==> src/rtl/cpu_defs.sv <==
`default_nettype none
// ============================================================================
//  Module      : cpu_defs (package)
//  Description : Shared opcode, ALU select and instruction-field definitions
//                plus the packed decode bundle carried from decode to execute.
//  Revision    : 1.0  initial release
// ============================================================================
package cpu_defs;

    // Major opcodes (iword[31:28])
    localparam logic [3:0] OP_ALUR  = 4'h0;
    localparam logic [3:0] OP_CMPR  = 4'h2;
    localparam logic [3:0] OP_SW    = 4'h5;
    localparam logic [3:0] OP_BCOND = 4'h6;
    localparam logic [3:0] OP_ALUI  = 4'h8;
    localparam logic [3:0] OP_LW    = 4'h9;
    localparam logic [3:0] OP_CMPI  = 4'hA;
    localparam logic [3:0] OP_JAL   = 4'hB;

    // ALU operation selects
    localparam logic [5:0] ALU_ADD  = 6'h00;
    localparam logic [5:0] ALU_SUB  = 6'h01;
    localparam logic [5:0] ALU_AND  = 6'h04;
    localparam logic [5:0] ALU_OR   = 6'h05;
    localparam logic [5:0] ALU_XOR  = 6'h06;
    localparam logic [5:0] ALU_MVHI = 6'h0B;
    localparam logic [5:0] ALU_SLL  = 6'h0C;
    localparam logic [5:0] ALU_SRL  = 6'h0D;
    localparam logic [5:0] ALU_SRA  = 6'h0E;
    localparam logic [5:0] ALU_CMP  = 6'h10;
    localparam logic [5:0] ALU_JAL  = 6'h20;

    // Instruction field bit positions
    localparam int OP_HI  = 31;
    localparam int OP_LO  = 28;
    localparam int FN_HI  = 27;
    localparam int FN_LO  = 24;
    localparam int RD_HI  = 23;
    localparam int RD_LO  = 20;
    localparam int RS_HI  = 19;
    localparam int RS_LO  = 16;
    localparam int RT_HI  = 15;
    localparam int RT_LO  = 12;
    localparam int IMM_HI = 15;
    localparam int IMM_LO = 0;

    // Packed decode bundle
    typedef struct packed {
        logic [5:0]  opsel;
        logic [3:0]  rd;
        logic [3:0]  rs;
        logic [3:0]  rt;
        logic [31:0] imm;
        logic        use_imm;
        logic        reg_we;
        logic        mem_re;
        logic        mem_we;
        logic        branch;
        logic        jal;
        logic        illegal;
    } dec_t;

    localparam int DEC_W = 57;

    // Arithmetic/logic function legality; MVHI exists only in the immediate form
    function automatic logic alu_fn_legal(input logic [3:0] fn, input logic is_imm);
        logic ok;
        case (fn)
            4'h0, 4'h1, 4'h4, 4'h5, 4'h6, 4'hC, 4'hD, 4'hE: ok = 1'b1;
            4'hB:                                           ok = is_imm;
            default:                                        ok = 1'b0;
        endcase
        return ok;
    endfunction

    // Compare/branch condition legality: everything but 4 and C
    function automatic logic cmp_fn_legal(input logic [3:0] fn);
        return (fn != 4'h4) && (fn != 4'hC);
    endfunction

endpackage
`default_nettype wire

==> src/rtl/instr_decoder.sv <==
`default_nettype none
// ============================================================================
//  Module      : instr_decoder
//  Description : Combinational translation of a 32-bit instruction word into
//                the packed ALU select / control bundle.
//  Revision    : 1.0  initial release
// ============================================================================
module instr_decoder
    import cpu_defs::*;
(
    input  logic [31:0] iword,
    output dec_t        bundle
);

    logic [3:0] op;
    logic [3:0] fn;

    assign op = iword[OP_HI:OP_LO];
    assign fn = iword[FN_HI:FN_LO];

    // Decode by major opcode; register fields and immediate always pass through
    always_comb begin
        bundle         = '0;
        bundle.rd      = iword[RD_HI:RD_LO];
        bundle.rs      = iword[RS_HI:RS_LO];
        bundle.rt      = iword[RT_HI:RT_LO];
        bundle.imm     = {{16{iword[IMM_HI]}}, iword[IMM_HI:IMM_LO]};
        case (op)
            OP_ALUR, OP_ALUI: begin
                if (alu_fn_legal(fn, op == OP_ALUI)) begin
                    bundle.opsel   = {2'b00, fn};
                    bundle.reg_we  = 1'b1;
                    bundle.use_imm = (op == OP_ALUI);
                end else begin
                    bundle.illegal = 1'b1;
                end
            end
            OP_CMPR, OP_CMPI: begin
                if (cmp_fn_legal(fn)) begin
                    bundle.opsel   = ALU_CMP | {2'b00, fn};
                    bundle.reg_we  = 1'b1;
                    bundle.use_imm = (op == OP_CMPI);
                end else begin
                    bundle.illegal = 1'b1;
                end
            end
            OP_BCOND: begin
                if (cmp_fn_legal(fn)) begin
                    bundle.opsel  = ALU_CMP | {2'b00, fn};
                    bundle.branch = 1'b1;
                end else begin
                    bundle.illegal = 1'b1;
                end
            end
            OP_LW: begin
                bundle.opsel   = ALU_ADD;
                bundle.use_imm = 1'b1;
                bundle.mem_re  = 1'b1;
                bundle.reg_we  = 1'b1;
            end
            OP_SW: begin
                bundle.opsel   = ALU_ADD;
                bundle.use_imm = 1'b1;
                bundle.mem_we  = 1'b1;
            end
            OP_JAL: begin
                bundle.opsel   = ALU_JAL;
                bundle.use_imm = 1'b1;
                bundle.reg_we  = 1'b1;
                bundle.jal     = 1'b1;
            end
            default: begin
                bundle.illegal = 1'b1;
            end
        endcase
    end

endmodule
`default_nettype wire

==> src/rtl/decode_stage.sv <==
`default_nettype none
// ============================================================================
//  Module      : decode_stage
//  Description : Registered decode stage with valid/ready handshake, a
//                main + skid buffer pair and a single-cycle flush.
//  Revision    : 1.0  initial release
// ============================================================================
module decode_stage
    import cpu_defs::*;
#(
    parameter int PC_W = 32
) (
    input  logic            clk,
    input  logic            reset,
    input  logic            in_valid,
    output logic            in_ready,
    input  logic [31:0]     in_iword,
    input  logic [PC_W-1:0] in_pc,
    input  logic            flush,
    output logic            out_valid,
    input  logic            out_ready,
    output logic [5:0]      out_opsel,
    output logic [3:0]      out_rd,
    output logic [3:0]      out_rs,
    output logic [3:0]      out_rt,
    output logic [31:0]     out_imm,
    output logic            out_use_imm,
    output logic            out_reg_we,
    output logic            out_mem_re,
    output logic            out_mem_we,
    output logic            out_branch,
    output logic            out_jal,
    output logic            out_illegal,
    output logic [PC_W-1:0] out_pc
);

    dec_t            in_bundle;
    logic            in_fire;

    logic            m_valid_q, m_valid_d;
    dec_t            m_bundle_q, m_bundle_d;
    logic [PC_W-1:0] m_pc_q, m_pc_d;
    logic            s_valid_q, s_valid_d;
    dec_t            s_bundle_q, s_bundle_d;
    logic [PC_W-1:0] s_pc_q, s_pc_d;

    instr_decoder u_instr_decoder (
        .iword  (in_iword),
        .bundle (in_bundle)
    );

    // Acceptance depends only on skid occupancy, so in_ready is a flop output
    assign in_ready = ~s_valid_q;
    assign in_fire  = in_valid & ~s_valid_q;

    // Next-state for main/skid registers: skid drains first, stall spills to skid
    always_comb begin
        m_valid_d  = m_valid_q;
        m_bundle_d = m_bundle_q;
        m_pc_d     = m_pc_q;
        s_valid_d  = s_valid_q;
        s_bundle_d = s_bundle_q;
        s_pc_d     = s_pc_q;
        if (flush) begin
            m_valid_d = 1'b0;
            s_valid_d = 1'b0;
        end else if (!m_valid_q || out_ready) begin
            if (s_valid_q) begin
                m_valid_d  = 1'b1;
                m_bundle_d = s_bundle_q;
                m_pc_d     = s_pc_q;
                s_valid_d  = 1'b0;
            end else begin
                m_valid_d = in_fire;
                if (in_fire) begin
                    m_bundle_d = in_bundle;
                    m_pc_d     = in_pc;
                end
            end
        end else if (in_fire) begin
            s_valid_d  = 1'b1;
            s_bundle_d = in_bundle;
            s_pc_d     = in_pc;
        end
    end

    // State registers with synchronous reset clearing data as well as valids
    always_ff @(posedge clk) begin
        if (reset) begin
            m_valid_q  <= 1'b0;
            m_bundle_q <= '0;
            m_pc_q     <= '0;
            s_valid_q  <= 1'b0;
            s_bundle_q <= '0;
            s_pc_q     <= '0;
        end else begin
            m_valid_q  <= m_valid_d;
            m_bundle_q <= m_bundle_d;
            m_pc_q     <= m_pc_d;
            s_valid_q  <= s_valid_d;
            s_bundle_q <= s_bundle_d;
            s_pc_q     <= s_pc_d;
        end
    end

    assign out_valid   = m_valid_q;
    assign out_opsel   = m_bundle_q.opsel;
    assign out_rd      = m_bundle_q.rd;
    assign out_rs      = m_bundle_q.rs;
    assign out_rt      = m_bundle_q.rt;
    assign out_imm     = m_bundle_q.imm;
    assign out_use_imm = m_bundle_q.use_imm;
    assign out_reg_we  = m_bundle_q.reg_we;
    assign out_mem_re  = m_bundle_q.mem_re;
    assign out_mem_we  = m_bundle_q.mem_we;
    assign out_branch  = m_bundle_q.branch;
    assign out_jal     = m_bundle_q.jal;
    assign out_illegal = m_bundle_q.illegal;
    assign out_pc      = m_pc_q;

endmodule
`default_nettype wire

==> config.mk <==
export PLATFORM = sky130hd
export DESIGN_NAME = decode_stage
export DESIGN_NICKNAME = d
export VERILOG_FILES = /design/src/rtl/cpu_defs.sv /design/src/rtl/instr_decoder.sv /design/src/rtl/decode_stage.sv
export SDC_FILE = /design/constraint.sdc
export NUM_CORES = 1
export LEC_CHECK = 0
export CORE_MARGIN = 3
export CORE_UTILIZATION = 55
export DETAILED_ROUTE_END_ITERATION = 7
export DONT_BUFFER_PORTS = 1
export PLACE_DENSITY = 0.7
export SYNTH_ARGS = -nofsm -noshare
export SYNTH_HDL_FRONTEND = slang
export SYNTH_HIERARCHICAL = 1
export SYNTH_SLANG_ARGS = --single-unit
==> constraint.sdc <==
create_clock -name clk -period 1.9 [get_ports clk]
set_input_delay 0.285 -clock clk [delete_from_list [all_inputs] [get_ports clk]]
set_output_delay 0.285 -clock clk [all_outputs]
set_load 0.005 [all_outputs]
==> results of run 1 <==
[layer usage]
layer,global-route usage [%],part of all wire (%),vias to the layer above
met3,7.90,7.6,19
met5,0,0,-
met2,34.2,47,151
met4,7.53,1.7,0
li1,-,-,2875
met1,26.2,44,2862
[path summary, 6_finish.rpt]
| kind | slack, ps | startpoint | endpoint | depth (start not counted) |
|---|---|---|---|---|
| min reg2reg | 470 | s_bundle_q[40] | s_bundle_q[40] | 2 |
| min | -50 | reset | out_pc[16] | 1 |
| max reg2reg | 40 | s_valid_q | out_imm[5] | 3 |
| max | 40 | s_valid_q | out_imm[5] | 3 |
[metrics by stage]
stage / std cells / util, % / setup WS, ps / TNS [ps]
after floorplan: 886 / - / 491 / 0
after global placement: 981 / 54.7 / 139 / 0
after detailed placement: 981 / 54.7 / 53.6 / 0
after CTS: 1017 / 58.9 / 59.9 / 0
after global routing: 1017 / 59.0 / -47.2 / -827
final: 1017 / 59.0 / 40.5 / 0
[cell families after synthesis]
group,share of synthesized area (%)
and+or+nand+nor,14.8
AOI/OAI and AO/OA,14.5
DFF,41.4
muxes,20.5
buffers and inverters,8.78
[power by group through the flow]
stage / clock network [µW] / registers (µW) / logic [µW]
global placement: 0 / 4130 / 517
floorplan: 0 / 4080 / 609
finish: 3600 / 4050 / 549
CTS: 3670 / 4050 / 550
detailed placement: 0 / 4130 / 542
global route: 3840 / 4060 / 614
[worst register-to-register path, cell delays in order (launching register included)]
cell	delay [ps]
dfxtp_4	380
o21ba_4	170
and2_4	890
a211oi_1	250
[timing repair]
item | in CTS | in global routing
gates resized for setup | 0 | 2
endpoints found under the setup margin | 0 | 44
hold endpoints to repair | 93 | 88
[final cells by class]
class,count,area share (%)
multi-input combinational,575,48.3
sequential,180,39.9
clock buffer,26,5.19
tap,211,2.92
timing repair buffer,15,2.08
clock inverter,5,1.39
inverter,5,0.208
[state kept, by name, indices dropped and copies added, names as in the netlist, 4 cells and up]
name	count
out_imm	32
s_pc_q	32
out_rt	4
out_rd	4
out_pc	32
out_opsel	6
s_bundle_q	57
out_rs	4
[placed cells by master (no fill, tap or decap), types with 2 or more instances in the layout]
cell and count:
inv_1 4, dlygate4sd3_1 5, nor4_1 2, dfxtp_1 179, nor2_1 3, a21oi_1 91
mux2i_1 178, o21ai_0 3, a211oi_2 12, and3_1 6, nor3_1 2, nand3b_1 2
nand2_1 3, buf_4 5, buf_12 5, bufinv_16 4, clkbuf_1 8, o211ai_1 2
clkbuf_16 17, nand2b_1 178, a211oi_1 79
==> metrics.md, run 1 <==
| Metric | Value |
|---|---|
| Pwr Total | 8190 µW |
| Critical Path Slowest Stage Cell | and2_4 |
| Crit-path cells | o21ba_4 > and2_4 > a211oi_1 |
| WHS | -54.3 ps |
| # setup viols final | 0 |
| Data arrival, critical path | 2100 ps |
| Antenna violations before repair | 0 |
| Area contributors post-synth | dfxtp_1, mux2i_1, nand2b_1 |
| Std-Cell Rows | 45 |
| Postcts setup bufs | 0 |
| Die height | 132 µm |
| Final ANT Viol Nets | 0 |
| Reg clk slew, reported paths | 60 ps |
| Top-level I/O count | 160 |
| Vias in the first global route | 5,958 |
| DRC viols | 0 |
| GP Congestion | 0.747 |
| Mapped Cells | 886 |
| Seq pwr share | 49.4% |
| Most common cell in the synthesized netlist | dfxtp_1 |
| Flops & latches, synth | 180 |
| Initial Util | 56.8% |
| Clock network power share | 43.9% |
| Reported net switching power | 1760 µW |
| Routed vias/inst | 5.81 |
| Crit Path Max Fanout | 89 |
| TritonRoute pass-1 iters | 4 |
| TritonCTS clock tree | yes |
| Post-synth EDFFs | 0 |
| Startpoint Class | register |
| Max cap viols | 0 |
| Worst Max-Slew Pin Slew | 1150 ps |
| Yosys top cell by area | dfxtp_1 |
| Fillers | 1,276 |
| Syn nets | 955 |
| DRT Wirelength | 18,700 µm |
| Internal | 6430 µW |
| Core Region | 0.0153 mm² |
| Vias | 5,907 |
| Post-synth ARST share | 0% |
| Post-Syn Area per Cell | 9.81 µm² |
| Sequential area share after synthesis | 41.4% |
| Post-CTS Hold Buffers | 5 |
| Largest net degree at the start of global routing | 270 |
| Slew Viols, Final | 0 |
| Worst Setup Path Type | reg2reg |
| Cell Area, Placed | 0.00838 mm² |
| Die width | 132 µm |
| Synth top area share | 41.4% |
| Pwr dens | 907 mW/mm² |
| Final HPWL DP | 11,100 µm |
| Failing checks | hold timing |
| Total number of yosys warnings | 6 |
| Ys flop type | dfxtp_1 |
| Area Growth Syn to Fin | 3.88% |
| Peak VDD IR | 0.591 mV |
| Relative slew slack | 23.5% |
| Status | finished with violations |
| Netlist cell types | 33 |
| CTS Buf Count | 17 |
| Ant. Diodes | 0 |
| Mapped Area | 0.00870 mm² |
| Clock Tree Buf Depth | 2 |
| DRT iter0 DRCs | 368 |
| Clock root buffer | clkbuf_16 |
| Fmax | 538 MHz |
| GRT Overall Usage | 21.2% |
| CP delay by family, top | simple AND/OR/NAND/NOR gates |
| Hold crit path type | in2reg |
| Sw Share | 21.5% |
| Clock sink count | 180 |
| Wire per inst | 18.4 µm |
| Layout cell share with drive strength beyond 1 | 6.82% |
| Port-buffer cells | 0 |
| Combinational share of power | 6.7% |
| Crit path buf inv count | 0 |
| FF/Latch Area | 0.00361 mm² |
| Crit end category | register |
| Clock Latency Late Sink | 420 ps |
| Final hold viol count | 22 |
| Multi-input logic area | 0.00436 mm² |
| H-tree depth | 4 |
| Post-route cell area | 0.00903 mm² |
| RSZ-0062 raised after global routing | yes |
| Nets | 863 |
| Period Utilization, post-route | 97.9% |
| Tmin final | 1860 ps |
| Critical path required time | 2140 ps |
| CP max stage delay | 890 ps |
| Commonest cells post-synth | dfxtp_1, nand2b_1, mux2i_1 |
| Gr ovfl total | 0 |
| Clk_skew | 8.88 ps |
| Leak | 0.00281 µW |
| Die area | 0.0174 mm² |
| First-pass GRT wire length | 30,800 µm |
No activity file was read; power rests on OpenSTA's default activity.
==> inputs of run 2 (changes only) <==
--- a/config.mk
+++ b/config.mk
@@ -9,7 +9,7 @@
 export CORE_UTILIZATION = 55
 export DETAILED_ROUTE_END_ITERATION = 7
 export DONT_BUFFER_PORTS = 1
-export PLACE_DENSITY = 0.7
+export PLACE_DENSITY = 0.77
 export SYNTH_ARGS = -nofsm -noshare
 export SYNTH_HDL_FRONTEND = slang
 export SYNTH_HIERARCHICAL = 1
==> run 2 against run 1 <==
- global-route usage grew 0.16 points
- the flow still finishes with violations (hold timing)
- first-iteration DRC count grew 16%
- utilization grew 1.1 points
- final area grew 1.8%
- wire length grew 3.8%
- non-clock buffer count grew 15
- cell count grew 1.7%
==> metrics.md, run 2 (synthesis results as in run 1) <==
| Metric | Value |
|---|---|
| Die width | 132 µm |
| Final hold viol count | 5 |
| Fin worst setup slack | 135 ps |
| Worst Max-Slew Pin Slew | 868 ps |
| Clock Tree Buf Depth | 2 |
| Startpoint Class | register |
| Critical path endpoint | s_bundle_q[29] |
| Post-place setup slack | 58.9 ps |
| Area Growth Syn to Fin | 5.74% |
| Relative slew slack | 42.1% |
| CTS Buf Count | 17 |
| Commonest non-fill, non-tap cells in the layout | dfxtp_1, mux2i_1, nand2b_1 |
| Final ANT Viol Nets | 0 |
| Antenna violations before repair | 0 |
| Reg clk slew, reported paths | 60 ps |
| Layout cell share with drive strength beyond 1 | 7.65% |
| Crit end category | register |
| Tmin final | 1770 ps |
| Crit path buf inv count | 1 |
| Final HPWL DP | 11,300 µm |
| R2R Setup Slk | 130 ps |
| DRC viols | 0 |
| GRT Overall Usage | 21.4% |
| Clock root buffer | clkbuf_16 |
| Largest net degree at the start of global routing | 270 |
| Clock sink count | 180 |
| Worst R2R Path Depth | 4 |
| Register name with the most flops | s_bundle_q |
| Slew Viols, Final | 0 |
| Initial Util | 56.8% |
| GP Congestion | 0.758 |
| CP delay by family, top | simple AND/OR/NAND/NOR gates |
| Critical path depth | 4 |
| Period Utilization, post-route | 92.9% |
| Die height | 132 µm |
| Hold crit path type | in2reg |
| Routed vias/inst | 5.88 |
| Vias | 6,083 |
| Hold path start | reset |
| Clk_skew | 8.85 ps |
| Peak VDD IR | 0.610 mV |
| Post-CTS Hold Buffers | 19 |
| First-pass GRT wire length | 30,800 µm |
| Nets | 879 |
| # setup viols final | 0 |
| Die area | 0.0174 mm² |
| Wire per inst | 18.8 µm |
| Ant. Diodes | 0 |
| Final Instance Count excl. Fillers | 1,034 |
| DRT iter0 DRCs | 428 |
| Std-Cell Rows | 45 |
| Max cap viols | 0 |
| Critical path required time | 2250 ps |
| Final TNS setup | 0 ps |
| Layout Utilization | 60.0% |
| Data arrival, critical path | 2110 ps |
| Top-level I/O count | 160 |
| TritonCTS clock tree | yes |
| Post-Place Cells | 982 |
| Worst R2R Start | out_valid |
| Crit Path Max Fanout | 47 |
| Pwr dens | 911 mW/mm² |
| Leak | 0.00288 µW |
| Failing checks | hold timing |
| Core Region | 0.0153 mm² |
| Crit. Startpoint | out_valid |
| DRT Wirelength | 19,400 µm |
| Port-buffer cells | 0 |
| Clock Latency Late Sink | 430 ps |
| CP max stage delay | 480 ps |
| R2R Path End | s_bundle_q[29] |
| Critical Path Slowest Stage Cell | nor4b_2 |
| Worst Setup Path Type | reg2reg |
| Most common cell after layout, fill and taps aside | dfxtp_1 |
| Crit-path cells | nand2b_4 > nor4b_2 > buf_12 > mux2i_1 |
| Fmax | 566 MHz |
| RSZ-0062 raised after global routing | no |
| Max FFs per register | 57 |
| WHS | -71.4 ps |
| TritonRoute pass-1 iters | 4 |
| Vias in the first global route | 5,926 |
| Gr ovfl total | 0 |
| H-tree depth | 4 |
| Status | finished with violations |
| Postcts setup bufs | 0 |
run 2: layer usage:
layer / vias up / share of wire (%) / routed length [µm] / global-route usage (%)
li1: 2912 / - / - / -
met1: 2952 / 43 / 8360 / 26.5
met2: 181 / 47 / 9180 / 34.8
met3: 38 / 7.4 / 1430 / 7.18
met4: 0 / 2.2 / 421 / 7.88
met5: - / 0 / 0 / 0
run 2: repair_timing:
item	in CTS	in global routing
setup endpoints to repair	0	20
resized for setup	0	1
hold endpoints to repair	110	91
run 2: worst min-delay path by stage:
stage | to | slack, ps | cells past startpoint
floorplan | out_valid | 360 | 1
global placement | s_valid_q | 360 | 1
detailed placement | s_valid_q | 360 | 1
CTS | out_pc[21] | -80 | 1
global route | out_pc[21] | -80 | 1
finish | out_pc[18] | -70 | 1
run 2: area by class of cell:
cell class	count	area [µm²]
flip-flops and latches	180	3610
clock inverters	12	178
inverters	5	18.8
fillers	1246	6120
clock buffers	20	457
well taps	211	264
repair buffers	30	310
multi-input cells	576	4360
run 2: metrics by stage:
step	power (µW)	area [µm²]
2_1_floorplan	4690	8700
3_3_place_gp	4640	8360
3_5_place_dp	4670	8360
4_1_cts	8420	9190
5_1_grt	8680	9200
6_report	8370	9200
run 2: power by group:
group          switching, µW  internal, µW
Sequential               123          3920
Clock                   1470          2270
Combinational            291           298
Total                   1880          6490
==> inputs of run 3 (changes only) <==
--- a/config.mk
+++ b/config.mk
@@ -5,11 +5,13 @@
 export SDC_FILE = /design/constraint.sdc
 export NUM_CORES = 1
 export LEC_CHECK = 0
+export CORE_ASPECT_RATIO = 0.9
 export CORE_MARGIN = 3
 export CORE_UTILIZATION = 55
 export DETAILED_ROUTE_END_ITERATION = 7
 export DONT_BUFFER_PORTS = 1
 export PLACE_DENSITY = 0.77
+export RECOVER_POWER = 50
 export SYNTH_ARGS = -nofsm -noshare
 export SYNTH_HDL_FRONTEND = slang
 export SYNTH_HIERARCHICAL = 1
==> run 3 against run 2 <==
- the run now ends clean
- clock skew up 5.0 ps
- worst setup slack worse by 21 ps
- critical path depth unchanged
- combinational power about the same
- wire length up 4.1%
- total power up 1.9%
- sequential power about the same
- sequential share of layout area up 0.62 points
- fmax down 1.2%
- first-iteration DRC count down 14%
- cell count down 2.7%
- final area down 1.6%
- critical endpoint is now s_valid_q
==> metrics.md, run 3 (synthesis results as in run 1) <==
| Metric | Value |
|---|---|
| Status | finished, final reports clean |
| Antenna violations before repair | 0 |
| Most common cell after layout, fill and taps aside | dfxtp_1 |
| Area Growth Syn to Fin | 4.10% |
| Cell Area, Placed | 0.00836 mm² |
| Clk_skew | 13.8 ps |
| Fin worst setup slack | 113 ps |
| Routed vias/inst | 6.04 |
| RSZ-0062 raised after global routing | no |
| TritonCTS clock tree | yes |
| Met2 usage | 37.9% |
| Std-Cell Rows | 42 |
| Fmax | 560 MHz |
| Die width | 139 µm |
| DRC viols | 0 |
| Max FFs per register | 57 |
| Gr ovfl total | 0 |
| Slew Viols, Final | 0 |
| Period Utilization, post-route | 94.0% |
| Ant. Diodes | 0 |
| Die area | 0.0174 mm² |
| GP Congestion | 0.840 |
| Post-route cell area | 0.00905 mm² |
| Hold crit path type | in2reg |
| Most used routing layer | met2 |
| Clock root buffer | clkbuf_16 |
| Leak | 0.00287 µW |
| Final hold viol count | 0 |
| Final Instance Count excl. Fillers | 1,006 |
| Core Region | 0.0151 mm² |
| DRT iter0 DRCs | 368 |
| H-tree depth | 4 |
| Final HPWL DP | 11,200 µm |
| Pwr dens | 943 mW/mm² |
| Post-Place Cells | 967 |
| Commonest non-fill, non-tap cells in the layout | dfxtp_1, mux2i_1, nand2b_1 |
| Clock Latency Late Sink | 420 ps |
| Clock sink count | 180 |
| Pwr Total | 8530 µW |
| Die height | 125 µm |
| Postcts setup bufs | 0 |
| Reg clk slew, reported paths | 70 ps |
| Vias | 6,078 |
| Top-level I/O count | 160 |
| Initial Util | 57.7% |
| Register name with the most flops | s_bundle_q |
| Max cap viols | 0 |
| Vias in the first global route | 6,096 |
| Post-place setup slack | 49.4 ps |
| Largest net degree at the start of global routing | 270 |
| Crit end category | register |
| Nets | 864 |
| R2R Setup Slk | 110 ps |
| Port-buffer cells | 0 |
| Wire per inst | 20.1 µm |
| Critical path required time | 2250 ps |
| Peak VDD IR | 0.773 mV |
| Layout cell share with drive strength beyond 1 | 6.44% |
| Final TNS setup | 0 ps |
| Final ANT Viol Nets | 0 |
| Relative slew slack | 56.8% |
| CTS Buf Count | 17 |
| Data arrival, critical path | 2140 ps |
| GRT Overall Usage | 21.5% |
| Crit Path Max Fanout | 63 |
| Worst Setup Path Type | reg2reg |
| Startpoint Class | register |
| GR Util met3 | 6.99% |
| TritonRoute pass-1 iters | 5 |
| Clock Tree Buf Depth | 2 |
| Tmin final | 1790 ps |
| # setup viols final | 0 |
| Worst Max-Slew Pin Slew | 648 ps |
| First-pass GRT wire length | 31,400 µm |
| DRT Wirelength | 20,200 µm |
| M1 GR Usage | 25.6% |
-- run 3: cell types whose count changed in the layout (fill, tap and decap cells not counted) --
cell | before | now
clkinv_4 | 1 | 3
buf_16 | 0 | 1
clkinvlp_4 | 4 | 0
o21ba_1 | 0 | 1
bufinv_16 | 4 | 5
clkinv_2 | 2 | 3
a211oi_1 | 81 | 91
dlygate4sd3_1 | 19 | 4
o21ba_4 | 1 | 0
buf_4 | 8 | 4
buf_12 | 3 | 6
a211oi_2 | 10 | 0
-- run 3: per-stage QoR --
step	hold slack (ps)	utilization, %
after global placement	359	55.4
after floorplan	363	-
after CTS	-73.7	60.0
final	15.5	60.0
after detailed placement	359	55.4
after global routing	-16.6	60.0
-- run 3: worst paths after layout --
check / from / to / cells after the start
min: in_iword[22] / s_bundle_q[49] / 2
max reg2reg: s_valid_q / s_valid_q / 4
max: s_valid_q / s_valid_q / 4
min reg2reg: s_bundle_q[54] / s_bundle_q[54] / 2
-- run 3: worst max-delay path, cell delays in order, from the launching register on --
cell           delay (ps)
dfxtp_4               380
buf_12                400
nor2_1                130
nor4_1                210
dlygate4sd3_1         590
-- run 3: cell type report --
cell class / instances / area (µm²)
Fill cell: 1276 / 6030
Multi-Input combinational cell: 576 / 4300
Sequential cell: 180 / 3610
Clock buffer: 20 / 457
Tap cell: 198 / 248
Timing Repair Buffer: 15 / 218
Clock inverter: 12 / 200
Inverter: 5 / 18.8
-- run 3: where the power goes --
| part | internal [µW] | leakage, µW | total [µW] | switching (µW) |
|---|---|---|---|---|
| clock | 2410 | 0.000324 | 3900 | 1490 |
| combinational | 280 | 0.00107 | 592 | 312 |
| sequential | 3920 | 0.00147 | 4040 | 123 |
-- run 3: timing repair --
action	in CTS	in global routing
endpoints found under the hold margin	91	57
hold buffers	3	3
setup endpoints to repair	0	33
gates resized for setup	0	1
-- run 3: routing by layer --
layer | vias to the layer above | share of wire, %
met4 | 0 | 1.3
met3 | 17 | 7.1
met2 | 177 | 49
li1 | 2888 | -
met5 | - | 0
met1 | 2996 | 42
